[config.mk]
export PLATFORM = sky130hd
export DESIGN_NAME = nes_pad_poller
export DESIGN_NICKNAME = d
export VERILOG_FILES = /design/src/rtl/nes_pkg.sv /design/src/rtl/nes_in_sync.sv /design/src/rtl/nes_pad_poller.sv
export SDC_FILE = /design/constraint.sdc
export NUM_CORES = 1
export LEC_CHECK = 0
export BUFFER_PORTS_ARGS = -buffer_cell sky130_fd_sc_hd__buf_2
export CAP_MARGIN = 20
export CELL_PAD_IN_SITES_DETAIL_PLACEMENT = 1
export CELL_PAD_IN_SITES_GLOBAL_PLACEMENT = 1
export CORE_MARGIN = 1
export CORE_UTILIZATION = 45
export CTS_BUF_LIST = sky130_fd_sc_hd__clkbuf_8
export CTS_CLUSTER_DIAMETER = 200
export DETAILED_ROUTE_END_ITERATION = 7
export GPL_TIMING_DRIVEN = 0
export MAX_ROUTING_LAYER = met4
export PLACE_DENSITY_LB_ADDON = 0.1
export SLEW_MARGIN = 20
export SYNTH_ARGS = -nofsm -noshare
export SYNTH_HDL_FRONTEND = slang
export SYNTH_HIERARCHICAL = 1
export SYNTH_SLANG_ARGS = --single-unit
[constraint.sdc]
create_clock -name ACLK -period 2.73 [get_ports ACLK]
set_clock_uncertainty 0.2 [all_clocks]
set_input_delay 0.546 -clock ACLK [delete_from_list [all_inputs] [get_ports ACLK]]
set_output_delay 0.546 -clock ACLK [all_outputs]
set_load 0.01 [all_outputs]
[src/rtl/nes_pkg.sv]
// nes_pkg: shared types and constants for the NES gamepad poller.
//   state_e      - frame sequencer states
//   BTN_*        - bit positions of each button in the button word
//   NUM_BUTTONS  - width of the button word
package nes_pkg;

  localparam int NUM_BUTTONS = 8;

  localparam int BTN_A      = 0;
  localparam int BTN_B      = 1;
  localparam int BTN_SELECT = 2;
  localparam int BTN_START  = 3;
  localparam int BTN_UP     = 4;
  localparam int BTN_DOWN   = 5;
  localparam int BTN_LEFT   = 6;
  localparam int BTN_RIGHT  = 7;

  typedef enum logic [2:0] {
    IDLE,
    LATCH,
    GAP,
    CLK_HI,
    CLK_LO,
    DONE
  } state_e;

endpackage

[src/rtl/nes_in_sync.sv]
// nes_in_sync: two-flop synchronizer for an asynchronous 1-bit input.
//   clk_i   - destination clock
//   rst_ni  - asynchronous active-low reset
//   d_i     - asynchronous input
//   q_o     - synchronized output (RST_VAL while in reset)
module nes_in_sync #(
  parameter logic RST_VAL = 1'b1
) (
  input  logic clk_i,
  input  logic rst_ni,
  input  logic d_i,
  output logic q_o
);

  logic [1:0] ff_q;

  always_ff @(posedge clk_i or negedge rst_ni) begin
    if (!rst_ni) ff_q <= {2{RST_VAL}};
    else         ff_q <= {ff_q[0], d_i};
  end

  assign q_o = ff_q[1];

endmodule

[src/rtl/nes_pad_poller.sv]
// nes_pad_poller: drives the latch/clock waveform of a 4021-based NES pad,
// shifts in 8 active-low button bits and publishes an active-high word.
//   ACLK, ARESETN   - clock, asynchronous active-low reset
//   enable          - periodic polling every POLL_INTERVAL_CYC cycles
//   poll_req        - one-cycle software poll request
//   nes_data        - pad serial data (active-low, asynchronous)
//   nes_latch       - pad latch strobe (registered)
//   nes_clk         - pad shift clock, idles low (registered)
//   buttons         - active-high word, bit0..7 = A,B,Select,Start,Up,Down,Left,Right
//   buttons_valid   - one-cycle pulse when buttons updates
//   changed         - one-cycle pulse with buttons_valid when the word changed
//   busy            - a frame is in progress
// Optional (NES_CHANGE_IRQ_EN defined): irq (sticky on changed), irq_ack.
module nes_pad_poller
  import nes_pkg::*;
#(
  parameter int LATCH_CYC         = 600,
  parameter int HALF_CYC          = 300,
  parameter int POLL_INTERVAL_CYC = 833333
) (
  input  logic                   ACLK,
  input  logic                   ARESETN,
  input  logic                   enable,
  input  logic                   poll_req,
  input  logic                   nes_data,
  output logic                   nes_latch,
  output logic                   nes_clk,
  output logic [NUM_BUTTONS-1:0] buttons,
  output logic                   buttons_valid,
  output logic                   changed,
`ifdef NES_CHANGE_IRQ_EN
  output logic                   irq,
  input  logic                   irq_ack,
`endif
  output logic                   busy
);

  localparam int TMAX = (LATCH_CYC > HALF_CYC) ? LATCH_CYC : HALF_CYC;
  localparam int TW   = $clog2(TMAX);
  localparam int CW   = $clog2(POLL_INTERVAL_CYC);

  logic                   din_s;
  logic [CW-1:0]          cnt_q;
  logic                   tick;
  logic                   pend_q;
  logic                   start;
  state_e                 state_q;
  logic [TW-1:0]          tmr_q;
  logic [2:0]             bit_idx_q;
  logic [NUM_BUTTONS-1:0] shift_q;
  logic [NUM_BUTTONS-1:0] shift_fin;

  nes_in_sync #(.RST_VAL(1'b1)) u_sync (
    .clk_i  (ACLK),
    .rst_ni (ARESETN),
    .d_i    (nes_data),
    .q_o    (din_s)
  );

  // Interval counter: free-runs only while enabled.
  always_ff @(posedge ACLK or negedge ARESETN) begin
    if (!ARESETN)                           cnt_q <= '0;
    else if (!enable)                       cnt_q <= '0;
    else if (cnt_q == CW'(POLL_INTERVAL_CYC - 1)) cnt_q <= '0;
    else                                    cnt_q <= cnt_q + CW'(1);
  end

  assign tick  = enable && (cnt_q == CW'(POLL_INTERVAL_CYC - 1));
  assign start = tick || poll_req || pend_q;

  // Requests seen mid-frame collapse into a single follow-up frame.
  always_ff @(posedge ACLK or negedge ARESETN) begin
    if (!ARESETN)                 pend_q <= 1'b0;
    else if (state_q == IDLE)     pend_q <= 1'b0;
    else if (tick || poll_req)    pend_q <= 1'b1;
  end

  // Word as it will be once the final (bit7) sample lands this cycle.
  assign shift_fin = {din_s, shift_q[NUM_BUTTONS-2:0]};

  always_ff @(posedge ACLK or negedge ARESETN) begin
    if (!ARESETN) begin
      state_q       <= IDLE;
      tmr_q         <= '0;
      bit_idx_q     <= '0;
      shift_q       <= '0;
      nes_latch     <= 1'b0;
      nes_clk       <= 1'b0;
      buttons       <= '0;
      buttons_valid <= 1'b0;
      changed       <= 1'b0;
      busy          <= 1'b0;
    end else begin
      buttons_valid <= 1'b0;
      changed       <= 1'b0;
      case (state_q)
        IDLE: if (start) begin
          state_q   <= LATCH;
          tmr_q     <= TW'(LATCH_CYC - 1);
          nes_latch <= 1'b1;
          busy      <= 1'b1;
        end
        LATCH: if (tmr_q == '0) begin
          state_q   <= GAP;
          tmr_q     <= TW'(HALF_CYC - 1);
          nes_latch <= 1'b0;
        end else tmr_q <= tmr_q - TW'(1);
        GAP: if (tmr_q == '0) begin
          // Bit0 (A) is on the pin as soon as the latch drops.
          shift_q[BTN_A] <= din_s;
          bit_idx_q      <= 3'(BTN_B);
          state_q        <= CLK_HI;
          tmr_q          <= TW'(HALF_CYC - 1);
          nes_clk        <= 1'b1;
        end else tmr_q <= tmr_q - TW'(1);
        CLK_HI: if (tmr_q == '0) begin
          state_q <= CLK_LO;
          tmr_q   <= TW'(HALF_CYC - 1);
          nes_clk <= 1'b0;
        end else tmr_q <= tmr_q - TW'(1);
        CLK_LO: if (tmr_q == '0) begin
          shift_q[bit_idx_q] <= din_s;
          if (bit_idx_q == 3'(BTN_RIGHT)) begin
            state_q       <= DONE;
            buttons       <= ~shift_fin;
            buttons_valid <= 1'b1;
            changed       <= (~shift_fin != buttons);
          end else begin
            bit_idx_q <= bit_idx_q + 3'd1;
            state_q   <= CLK_HI;
            tmr_q     <= TW'(HALF_CYC - 1);
            nes_clk   <= 1'b1;
          end
        end else tmr_q <= tmr_q - TW'(1);
        DONE: begin
          state_q <= IDLE;
          busy    <= 1'b0;
        end
        default: begin
          state_q   <= IDLE;
          nes_latch <= 1'b0;
          nes_clk   <= 1'b0;
          busy      <= 1'b0;
        end
      endcase
    end
  end

`ifdef NES_CHANGE_IRQ_EN
  // Sticky change flag; a new change beats a coincident acknowledge.
  always_ff @(posedge ACLK or negedge ARESETN) begin
    if (!ARESETN)     irq <= 1'b0;
    else if (changed) irq <= 1'b1;
    else if (irq_ack) irq <= 1'b0;
  end
`endif

endmodule

[Word level (Yosys, flattened, before mapping)]
Cells that the tools add are included.
W data, S select, Z words.
Storage, ports and cells
  flip-flop bits (word level): 60
  input port bits: 5
  word-level logic and storage cells: 100
Cells by class
  add/subtract/negate cells: 3
  $lt $le $gt $ge: 2
  equality and inequality tests: 15
  mux-type cells: 40
  bitwise operators: 4
  reductions and logical operators: 22
Operator list (number)
  $mux W10: 4
  $mux W20: 2
  $pmux W10 S3: 1
  $mux W3: 9
  $add A20 B1 Y20 const B: 1
  $eq A20 B20 Y1 const B: 1
  $mux W1: 16
  $pmux W3 S5: 1
  $ne A2 B2 Y1 const B: 6
  $reduce_and A3 Y1: 4
  $logic_not A10 Y1: 1
  $reduce_and A5 Y1: 2
  $sub A10 B1 Y10 const B: 1
  $eq A3 B3 Y1 const B: 3
  $bwmux W8: 1
  $ne A8 B8 Y1: 1
  $not A8 Y8: 1
  $reduce_or A4 Y1: 2
  $eq A3 B2 Y1 const B: 2
  $pmux W3 S2: 1
  $reduce_or A3 Y1: 2
  $lt A3 B4 Y1 const B: 1
  $pmux W1 S2: 2
  $pmux W1 S4: 1
  14 further kinds: 20

[Depth between registers and ports, before layout]
Gate-level depths: netlist (run 1).
  depth after elaboration: 7
  gate-level depth with buffers: 8
  depth with buffers taken out: 7

[By module]
The synthesis (run 1) kept the hierarchy.
Modules (own cells, without submodules)
  nes_pad_poller: instances 1, cells each 299, area each 2929.1 sq um, seq. area each 1426.4 sq um
  nes_in_sync: instances 1, cells each 2, area each 52.6 sq um, seq. area each 52.6 sq um

[Worst setup path before layout (run 1)]
OpenSTA, ideal clock, no wires.
  path type: flip-flop to flip-flop
  from: register tmr_q[0]
  to: register bit_idx_q[0]
  arrival time: 1.945 ns
  required time: 2.405 ns
  path slack: 0.460 ns
  stages on the path, launching flop included: 8
  clock period less this slack: 2.270 ns
  cell sequence: dfrtp_1 inv_1 ha_1 nor4b_4 nand3_1 nor2_1 and2_1 mux2_2
On the way
  cells in the longest elaborated chain, start to end: 3
  elaborated cells between the ends (all ways): 4
RTL lines
  from (decl): RTL line nes_pad_poller.sv:48  | logic [TW-1:0] tmr_q;
  from (signal assigned): RTL line nes_pad_poller.sv:99  | tmr_q <= TW'(LATCH_CYC - 1);
  from (signal assigned): RTL line nes_pad_poller.sv:105  | tmr_q <= TW'(HALF_CYC - 1);
  from (signal assigned): RTL line nes_pad_poller.sv:107  | end else tmr_q <= tmr_q - TW'(1);
  $logic_not A10 Y1 (*): RTL line nes_pad_poller.sv:108, nes_pad_poller.sv:121
  $ne A2 B2 Y1 (no line)
  $reduce_and A4 Y1 (no line) (*)
  to (signal assigned): RTL line nes_pad_poller.sv:111  | bit_idx_q <= 3'(BTN_B);
  to (signal assigned): RTL line nes_pad_poller.sv:129  | bit_idx_q <= bit_idx_q + 3'd1;
  to (decl): RTL line nes_pad_poller.sv:49  | logic [2:0] bit_idx_q;
Every way passes the cells marked *; elsewhere a longest branch is shown, timed or not.
A chain may end at the register's enable or synchronous reset.

[Worst setup path after layout (run 1)]
  from: register tmr_q[0]
  to: register shift_q[4]
On the way
  cells in the longest elaborated chain, start to end: 2
RTL lines
  $logic_not A10 Y1: RTL line nes_pad_poller.sv:121  | CLK_LO: if (tmr_q == '0) begin
  $reduce_and A2 Y1 (no line)
  to (signal, indexed assignment): RTL line nes_pad_poller.sv:110  | shift_q[BTN_A] <= din_s;
  to (signal, indexed assignment): RTL line nes_pad_poller.sv:122  | shift_q[bit_idx_q] <= din_s;
  to (decl): RTL line nes_pad_poller.sv:50  | logic [NUM_BUTTONS-1:0] shift_q;
No other way between the ends.

==> qor.yml, run 1 <==
htreeDepth: 3
pre_cts_slack_ns: 0.0508
cts_tree: "done"
grt_overflow: 0
tightest_slew_ns: 0.728
finalPower_mw: 1.83
irDropWorstVdd_v: 0.000410
power_density_nw_per_um2: 533
finalSetupViolCount: 0
synth-edff-count: 0
drtPass1Iterations: 4
finish.utilization_pct: 53.6
timing.setup.tns_ns: 0
clockBufferDepth: 2
synth_cell_types: 52
grt_pass1_wl_um: 11700
clkPwrFrac_pct: 49.5
core_um2: 6390
startpoint_type: "flip-flop"
power_frac_comb_pct: 2.0
outcome: "completed"
cts_inserted_buffers: 9
worst_skew_pair.late_latency_ns: 0.34
synth_top_area_share_pct: 47.8
ys.flop_type: "dfrtp_1"
grt_pass1_vias: 2362
synth_area_um2: 2980
rows: 29
finalWorstSetupSlack_ns: 0.187
rsz0062_at_grt: "no"
timing.final.crit_share_pct: 93.2
rr_startpoint: "tmr_q[0]"
start_util_pct: 46.7
syn_nets: 311
max_freq_mhz: 393
synthTopCellsByCount: "57 x dfrtp_1, 35 x nor2_1, 32 x nand2_1, 19 x xnor2_1, 18 x o21ai_0"
top_level_ports: 18
crit_path_max_fanout: 7
slew_viol_final: 0
n_antenna_cell: 0
drt_iter0_drc: 83
yosys_warnings: 6
stdcell_count: 413
areaGrowthSynthToFinish_pct: 14.9
portBuffers: 17
viasPerCell: 5.57
p_sw_mw: 0.400
finalCriticalPeriod_ns: 2.54
cts_root_buf: "clkbuf_8"
die_h_um: 83.4
fp.dieW_um: 83.4
ant_nets: 0
cp.required_ns: 2.76
grt_max_degree: 60
routed_wl_um: 6720
antenna_found_initial: 0
hp-class: "primary input to async pin"
p_int_mw: 1.43
synthArstFlopShare_pct: 100
postSynthAreaPerCell_um2: 9.91
hold_buffers: 0
yosysSeqAreaShare_pct: 49.6
dr_total_vias: 2300
cts.clk_slew.worst_paths_ns: 0.07
yosysMostFrequentCell: "dfrtp_1"
routedWlPerCell_um: 16.3
hold_viol_final: 0
slew_headroom_pct: 51.5
crit_path_start: "tmr_q[0]"
clock-sinks: 59
synthTopCellsByArea: "dfrtp_1 48%, xnor2_1 5.6%, nor2_1 4.4%, nand2_1 4.0%, o21ai_0 3.0%"
drive_gt1_share_pct: 17.6
switching_share_pct: 21.9
p_seq_share_pct: 48.5
synth_seq_cells: 59
track_usage_pct: 22.1
drv_cap: 0
worstPathArrival_ns: 2.57
synth_top_area_cell: "dfrtp_1"
gp_congestion: 0.808
synthCells: 301
die_area_um2: 6960
leakage_nw: 1.46
dp.cells: 395
nNetsFinal: 341
dpl.hpwl_um: 4700
crit_type: "flip-flop to flip-flop"
drc: 0
critPathCaptureType: "flip-flop"
## per-stage QoR
step	hold slack [ns]	instance area (um2)
2_1_floorplan	0.0504	2980
3_3_place_gp	0.150	3160
3_5_place_dp	0.150	3170
4_1_cts	0.0779	3400
5_1_grt	0.0762	3420
6_report	0.0612	3420
## cell type report
type	instances	area, um2
Sequential cell	59	1480
Inverter	14	52.6
Multi-Input combinational cell	221	1430
Clock buffer	10	138
Tap cell	77	96.3
Timing Repair Buffer	19	103
Buffer	7	36.3
Clock inverter	6	88.8
Fill cell	733	2960
## cell families (layout without fill, tap and decap cells)
kind of cell / after synthesis / after routing / share of synthesized area (%)
fa+ha+maj: 5 / 5 / 2.10
xor+xnor: 27 / 27 / 7.93
buf+inv: 21 / 56 / 2.98
compound gates: 47 / 47 / 10.7
mux: 10 / 10 / 3.69
simple gates: 132 / 132 / 23.0
flops: 59 / 59 / 49.6
## state kept, by name, summed over array words and instances, names as in the netlist
register,count
pend_q,1
u_sync/ff_q,2
state_q,3
nes_latch,1
busy,1
cnt_q,20
bit_idx_q,3
nes_clk,1
buttons_valid,1
shift_q,7
buttons,8
changed,1
tmr_q,10
## metal layers
| metal | vias up | GRT usage [%] | part of all wire, % |
|---|---|---|---|
| met5 | - | - | 0 |
| met2 | 29 | 34.4 | 48 |
| met1 | 1140 | 28.0 | 47 |
| met4 | 0 | 7.05 | 1.3 |
| met3 | 7 | 6.26 | 2.8 |
| li1 | 1124 | - | - |
## repair_timing
action	CTS	global route
gates resized for setup	1	3
setup buffers	0	2
setup endpoints to repair	1	6
## path summary, 6_finish.rpt
kind	to	slack, ns	depth (start not counted)
worst max-delay path	shift_q[4]	0.19	7
min in group ACLK	u_sync/ff_q[0]	0.10	1
worst max register to register	shift_q[4]	0.19	7
worst min register to register	u_sync/ff_q[1]	0.16	0
max in group asynchronous	shift_q[4]	1.79	1
worst min-delay path	cnt_q[18]	0.06	1
## worst max-delay path, stage by stage (launching register included)
cell and delay [ns]:
dfrtp_1 0.42, inv_1 0.09, ha_1 0.29, nor4b_4 0.42, and3_1 0.31, nand3_1 0.14, nor3_1 0.19, mux2_2 0.36
## cell usage in the layout, fill, tap and decap left out, types with 2 or more instances in the layout
cell / n
a211oi_1: 2
a21o_1: 2
a21oi_1: 7
a31oi_1: 2
and2_1: 6
and3_1: 3
and4_1: 5
buf_2: 18
buf_4: 3
bufinv_16: 2
clkbuf_1: 3
clkbuf_8: 10
clkinvlp_4: 2
dfrtp_1: 57
dfstp_2: 2
ha_1: 5
inv_1: 14
mux2_2: 8
mux2i_1: 2
nand2_1: 31
nand2b_1: 3
nand3_1: 12
nand4_1: 5
nor2_1: 34
nor3_1: 11
nor4_1: 6
nor4bb_1: 2
o211ai_1: 2
o21ai_0: 18
or3_1: 3
xnor2_1: 19
xor2_1: 8
## power groups by stage
stage	Clock [mW]	Combinational [mW]	Sequential, mW
final	0.904	0.0361	0.886
after global routing	0.968	0.0435	0.886
after CTS	0.933	0.0385	0.886
after detailed placement	0	0.0382	0.902
after global placement	0	0.0377	0.903
after floorplan	0	0.0128	0.901
No activity file was read; power rests on OpenSTA's default activity.
==> run 2: changes to the inputs <==
--- a/config.mk
+++ b/config.mk
@@ -16,7 +16,7 @@
 export DETAILED_ROUTE_END_ITERATION = 7
 export GPL_TIMING_DRIVEN = 0
 export MAX_ROUTING_LAYER = met4
-export PLACE_DENSITY_LB_ADDON = 0.1
+export PLACE_DENSITY = 0.76
 export SLEW_MARGIN = 20
 export SYNTH_ARGS = -nofsm -noshare
 export SYNTH_HDL_FRONTEND = slang
==> run 2 against run 1 <==
  * Sequential cell count stayed put
  * Total power is 8.0% lower
  * Cell count stayed put
  * Final area is 0.73% lower
  * Global-route usage is 0.51 points higher
  * Count of clock-buffer cells in the layout is 3 higher
  * First-iteration DRC count is 4.8% lower
  * Clock power is 16% lower
  * Combinational power is 4% higher
  * Setup slack better by 0.024 ns
==> qor.yml, run 2 (synthesis results as in run 1) <==
track_usage_pct: 22.6  # +0.51 points
routedWlPerCell_um: 16.5  # +1.7%
dr_total_vias: 2334  # +1.5%
reg_top3: "cnt_q (20), tmr_q (10), buttons (8)"
r2r_slack_ns: 0.21  # +0.02 ns
rows: 29  # unchanged
drc: 0  # unchanged
dr_wl_met2_um: 3400  # +4.5%
rsz0062_at_grt: "no"
core_um2: 6390  # unchanged
finalCriticalPeriod_ns: 2.52  # -0.0240 ns
timing.hold.ws_ns: 0.0849  # +0.0237 ns
startpoint_type: "flip-flop"
htreeDepth: 3  # unchanged
nFillCells: 739  # +0.82%
fp.dieW_um: 83.4  # unchanged
portBuffers: 17  # unchanged
dpl.hpwl_um: 4840  # +3.0%
top_level_ports: 18  # unchanged
ant_nets: 0  # unchanged
viasPerCell: 5.65  # +1.5%
irDropWorstVdd_v: 0.000311  # -24%
die_area_um2: 6960  # unchanged
slew_headroom_pct: 49.7  # -1.8 points
clock-sinks: 59  # unchanged
grt_max_degree: 60  # unchanged
power_density_nw_per_um2: 494  # -7.4%
start_util_pct: 46.7  # unchanged
slew_viol_final: 0  # unchanged
finalSetupViolCount: 0  # unchanged
timing.final.crit_share_pct: 92.3  # -0.88 points
route.met3.wl_um: 181  # -4.7%
drv_cap: 0  # unchanged
grt_pass1_vias: 2375  # +0.55%
rr_startpoint: "tmr_q[0]"
nNetsFinal: 341  # unchanged
cts_tree: "done"
fin_area_um2: 3400  # -0.73%
cts_inserted_buffers: 9  # unchanged
tightest_slew_ns: 0.755  # +0.0271 ns
final_cell_mix: "57 x dfrtp_1, 35 x nor2_1, 32 x nand2_1"
grt_overflow: 0  # unchanged
leakage_nw: 1.46  # +0.13%
drt_iter0_drc: 79  # -4.8%
cp.required_ns: 2.75  # about the same
cts.clk_slew.worst_paths_ns: 0.07  # about the same
hp-class: "primary input to async pin"
placed_area_um2: 3170  # unchanged
largest_reg_flops: 20  # unchanged
hold_viol_final: 0  # unchanged
r2r_cells: 8  # +1
clockBufferDepth: 2  # unchanged
final_common_cell: "dfrtp_1"
largest_register: "cnt_q"
die_h_um: 83.4  # unchanged
worst_skew_pair.late_latency_ns: 0.34  # about the same
critPathCaptureType: "flip-flop"
gp_congestion: 0.797  # -1.4%
max_freq_mhz: 397  # +0.95%
crit_type: "flip-flop to flip-flop"
areaGrowthSynthToFinish_pct: 14.0
grt_pass1_wl_um: 12000  # +2.7%
antenna_found_initial: 0  # unchanged
routed_wl_um: 6830  # +1.7%
cts_root_buf: "clkbuf_8"
crit_path_start: "tmr_q[0]"
n_antenna_cell: 0  # unchanged
timing.setup.tns_ns: 0  # unchanged
drtPass1Iterations: 4  # unchanged
finalPower_mw: 1.68  # -8.0%
top_layer: "met4"
crit_path_max_fanout: 7  # unchanged
drive_gt1_share_pct: 16.7  # -0.89 points
outcome: "completed"
worstPathArrival_ns: 2.54  # -0.03 ns
wl_met1_um: 3150  # -1.3%
rr_endpoint: "shift_q[6]"
## run 2: cell types whose count changed in the layout (fill, tap and decap cells not counted), sizes merged
cell / change
clkinvlp: -2
bufinv: -2
clkinv: -1
inv: +2
clkbuf: +3
## run 2: worst max path at each step
stage	end	depth (start not counted)	slack, ns
floorplan	bit_idx_q[0]	7	0.46
global placement	bit_idx_q[0]	7	0.09
detailed placement	bit_idx_q[0]	7	0.006
CTS	bit_idx_q[0]	7	0.09
global route	shift_q[4]	8	0.03
finish	shift_q[6]	8	0.21
## run 2: area by class of cell
class                   count  area [um2]  share of cell area (%)
repair buffers             19         103                    3.02
inverters                  14        52.6                    1.55
plain buffers               7        36.3                    1.07
clock inverters             3        12.5                   0.368
clock buffers              13         179                    5.26
multi-input cells         221        1440                    42.4
flip-flops and latches     59        1480                    43.5
well taps                  77        96.3                    2.83
## run 2: timing repair
action,CTS,global route
setup endpoints to repair,1,5
buffers inserted,0,2
gates resized for setup,1,3
hold endpoints to repair,0,0
cloned,0,0
hold buffers,0,0
## run 2: per-layer routing
layer	GRT usage [%]	vias up
met5	-	-
met4	7.84	0
met3	5.67	11
met2	35.2	26
met1	28.8	1169
li1	-	1128
## run 2: report_power, final
part	internal, mW	switching, mW	leakage (nW)
sequential	0.881	0.00598	0.780
clock	0.421	0.335	0.108
combinational	0.00869	0.0287	0.576
## run 2: per-stage QoR
step,util (%),cells,setup slack [ns]
finish,53.2,413,0.211
global route,53.2,413,0.0258
CTS,52.6,411,0.0919
detailed placement,49.6,395,0.00635
global placement,49.5,395,0.0914
floorplan,-,301,0.460
## run 2: critical path, cell delays in order, from the launching register on
cell,delay (ns)
dfrtp_1,0.42
inv_1,0.09
ha_1,0.31
nor4b_4,0.24
buf_4,0.19
and3_1,0.24
nand3_1,0.16
nor2_1,0.20
mux2_2,0.36
==> run 3: changes to the inputs <==
--- a/config.mk
+++ b/config.mk
@@ -17,6 +17,7 @@
 export GPL_TIMING_DRIVEN = 0
 export MAX_ROUTING_LAYER = met4
 export PLACE_DENSITY = 0.76
+export RECOVER_POWER = 25
 export SLEW_MARGIN = 20
 export SYNTH_ARGS = -nofsm -noshare
 export SYNTH_HDL_FRONTEND = slang
==> run 3 against run 2 <==
  * The flow now finishes with violations (capacitance limit)
  * Sequential power is essentially flat
  * First-iteration DRC count did not move
  * Sequential cell count did not move
  * Via count unchanged
  * Utilization is essentially flat
  * Critical path depth unchanged
  * Sequential share of layout area about the same
  * Critical endpoint unchanged
  * Largest power group unchanged
==> qor.yml, run 3 (synthesis results as in run 1) <==
outcome: "complete, but fails checks"
violations: "capacitance limit"
final_common_cell: "dfrtp_1"
ant_nets: 0  # unchanged
viasPerCell: 5.65  # unchanged
leakage_nw: 1.46  # about the same
finalSetupViolCount: 0  # unchanged
start_util_pct: 46.7  # unchanged
cp.required_ns: 2.75  # about the same
drtPass1Iterations: 4  # unchanged
rsz0062_at_grt: "no"
n_antenna_cell: 0  # unchanged
cts_inserted_buffers: 9  # unchanged
min_from: "nes_data"
crit_type: "flip-flop to flip-flop"
core_um2: 6390  # unchanged
top_level_ports: 18  # unchanged
tightest_slew_ns: 1.50  # +0.745 ns
grt_pass1_wl_um: 12000  # unchanged
p_seq_share_pct: 52.8  # about the same
die_h_um: 83.4  # unchanged
p_int_mw: 1.31  # about the same
fp.dieW_um: 83.4  # unchanged
drc: 0  # unchanged
rr_startpoint: "tmr_q[0]"
nNetsFinal: 341  # unchanged
switching_share_pct: 22.0  # about the same
gp_congestion: 0.797  # unchanged
worstPathArrival_ns: 2.54  # about the same
power_density_nw_per_um2: 494  # about the same
grt_max_degree: 60  # unchanged
timing.setup.tns_ns: 0  # unchanged
irDropWorstVdd_v: 0.000311  # about the same
crit_path_max_fanout: 7  # unchanged
reg_top3: "cnt_q (20), tmr_q (10), buttons (8)"
slew_viol_final: 0  # unchanged
power_frac_comb_pct: 2.2  # about the same
hp-class: "primary input to flip-flop"
antenna_found_initial: 0  # unchanged
die_area_um2: 6960  # unchanged
grt_pass1_vias: 2375  # unchanged
drv_cap: 1  # +1
cts.clk_slew.worst_paths_ns: 0.07  # about the same
final_cell_mix: "57 x dfrtp_1, 35 x nor2_1, 32 x nand2_1"
hold_buffers: 0  # unchanged
nFillCells: 740  # +0.14%
p_sw_mw: 0.369  # about the same
drive_gt1_share_pct: 16.7  # unchanged
finalCriticalPeriod_ns: 2.52  # unchanged
clockBufferDepth: 2  # unchanged
dpl.hpwl_um: 4840  # unchanged
portBuffers: 17  # unchanged
rows: 29  # unchanged
hold_viol_final: 0  # unchanged
clock-sinks: 59  # unchanged
clkPwrFrac_pct: 45.0  # about the same
worst_skew_pair.late_latency_ns: 0.34  # about the same
critPathCaptureType: "flip-flop"
finish.utilization_pct: 53.2  # about the same
dr_total_vias: 2334  # unchanged
largest_register: "cnt_q"
track_usage_pct: 22.6  # unchanged
htreeDepth: 3  # unchanged
routedWlPerCell_um: 16.5  # about the same
crit_path_start: "tmr_q[0]"
timing.final.crit_share_pct: 92.3  # unchanged
startpoint_type: "flip-flop"
cts_tree: "done"
timing.hold.ws_ns: 0.106  # +0.0215 ns
multi_input_area_um2: 1440  # unchanged
largest_reg_flops: 20  # unchanged
slew_headroom_pct: 0.0495  # -50 points
cts_root_buf: "clkbuf_8"
final-seq-area_um2: 1480  # unchanged
grt_overflow: 0  # unchanged
areaGrowthSynthToFinish_pct: 13.9  # about the same
routed_wl_um: 6830  # about the same
max_freq_mhz: 397  # unchanged
drt_iter0_drc: 79  # unchanged
-- run 3: changes by cell type in the layout (fill, tap and decap cells not counted) --
cell,change
clkbuf_2,+1
buf_4,-1
-- run 3: worst paths after layout --
| path | cells after the start | slack (ns) | to |
|---|---|---|---|
| worst max-delay path | 8 | 0.21 | shift_q[6] |
| worst min-delay path | 1 | 0.11 | u_sync/ff_q[0] |
| worst max register to register | 8 | 0.21 | shift_q[6] |
| worst min register to register | 0 | 0.16 | u_sync/ff_q[1] |
| max in group asynchronous | 1 | 1.07 | cnt_q[4] |
| min in group asynchronous | 1 | 0.37 | cnt_q[19] |
-- run 3: timing repair --
item                                    4_1_cts  5_1_grt
gates resized for setup                       1        3
endpoints found under the setup margin        1        5
setup buffers                                 0        2
pin swaps                                     0        0
-- run 3: power groups by stage --
| stage | Sequential [mW] | Combinational, mW | Clock, mW |
|---|---|---|---|
| floorplan | 0.901 | 0.0128 | 0 |
| global placement | 0.902 | 0.0377 | 0 |
| detailed placement | 0.902 | 0.0393 | 0 |
| CTS | 0.886 | 0.0395 | 0.779 |
| global route | 0.887 | 0.0441 | 0.810 |
| finish | 0.887 | 0.0370 | 0.756 |
-- run 3: cell type report --
| class | instances | share of cell area, % |
|---|---|---|
| Buffer | 7 | 1.07 |
| Clock buffer | 13 | 5.27 |
| Clock inverter | 3 | 0.368 |
| Inverter | 14 | 1.55 |
| Multi-Input combinational cell | 221 | 42.4 |
| Sequential cell | 59 | 43.5 |
| Tap cell | 77 | 2.84 |
| Timing Repair Buffer | 19 | 2.95 |
-- run 3: metal layers --
metal | track usage, % | wire (um) | vias up
met4 | 7.84 | 103 | 0
met3 | 5.67 | 180 | 11
li1 | - | - | 1128
met5 | - | 0 | -
met1 | 28.8 | 3150 | 1169
met2 | 35.2 | 3400 | 26
-- run 3: through the flow --
stage | worst slack [ns] | std cells | instance area [um2] | total power, mW
2_1_floorplan | 0.460 | 301 | 2980 | 0.914
3_3_place_gp | 0.0914 | 395 | 3160 | 0.940
3_5_place_dp | 0.00635 | 395 | 3170 | 0.942
4_1_cts | 0.0919 | 411 | 3360 | 1.70
5_1_grt | 0.0258 | 413 | 3400 | 1.74
6_report | 0.211 | 413 | 3400 | 1.68
-- run 3: critical path, cell delays in order (launching register included) --
cell and delay, ns:
dfrtp_1 0.42, inv_1 0.09, ha_1 0.31, nor4b_4 0.24, buf_4 0.19, and3_1 0.24
nand3_1 0.16, nor2_1 0.20, mux2_2 0.36
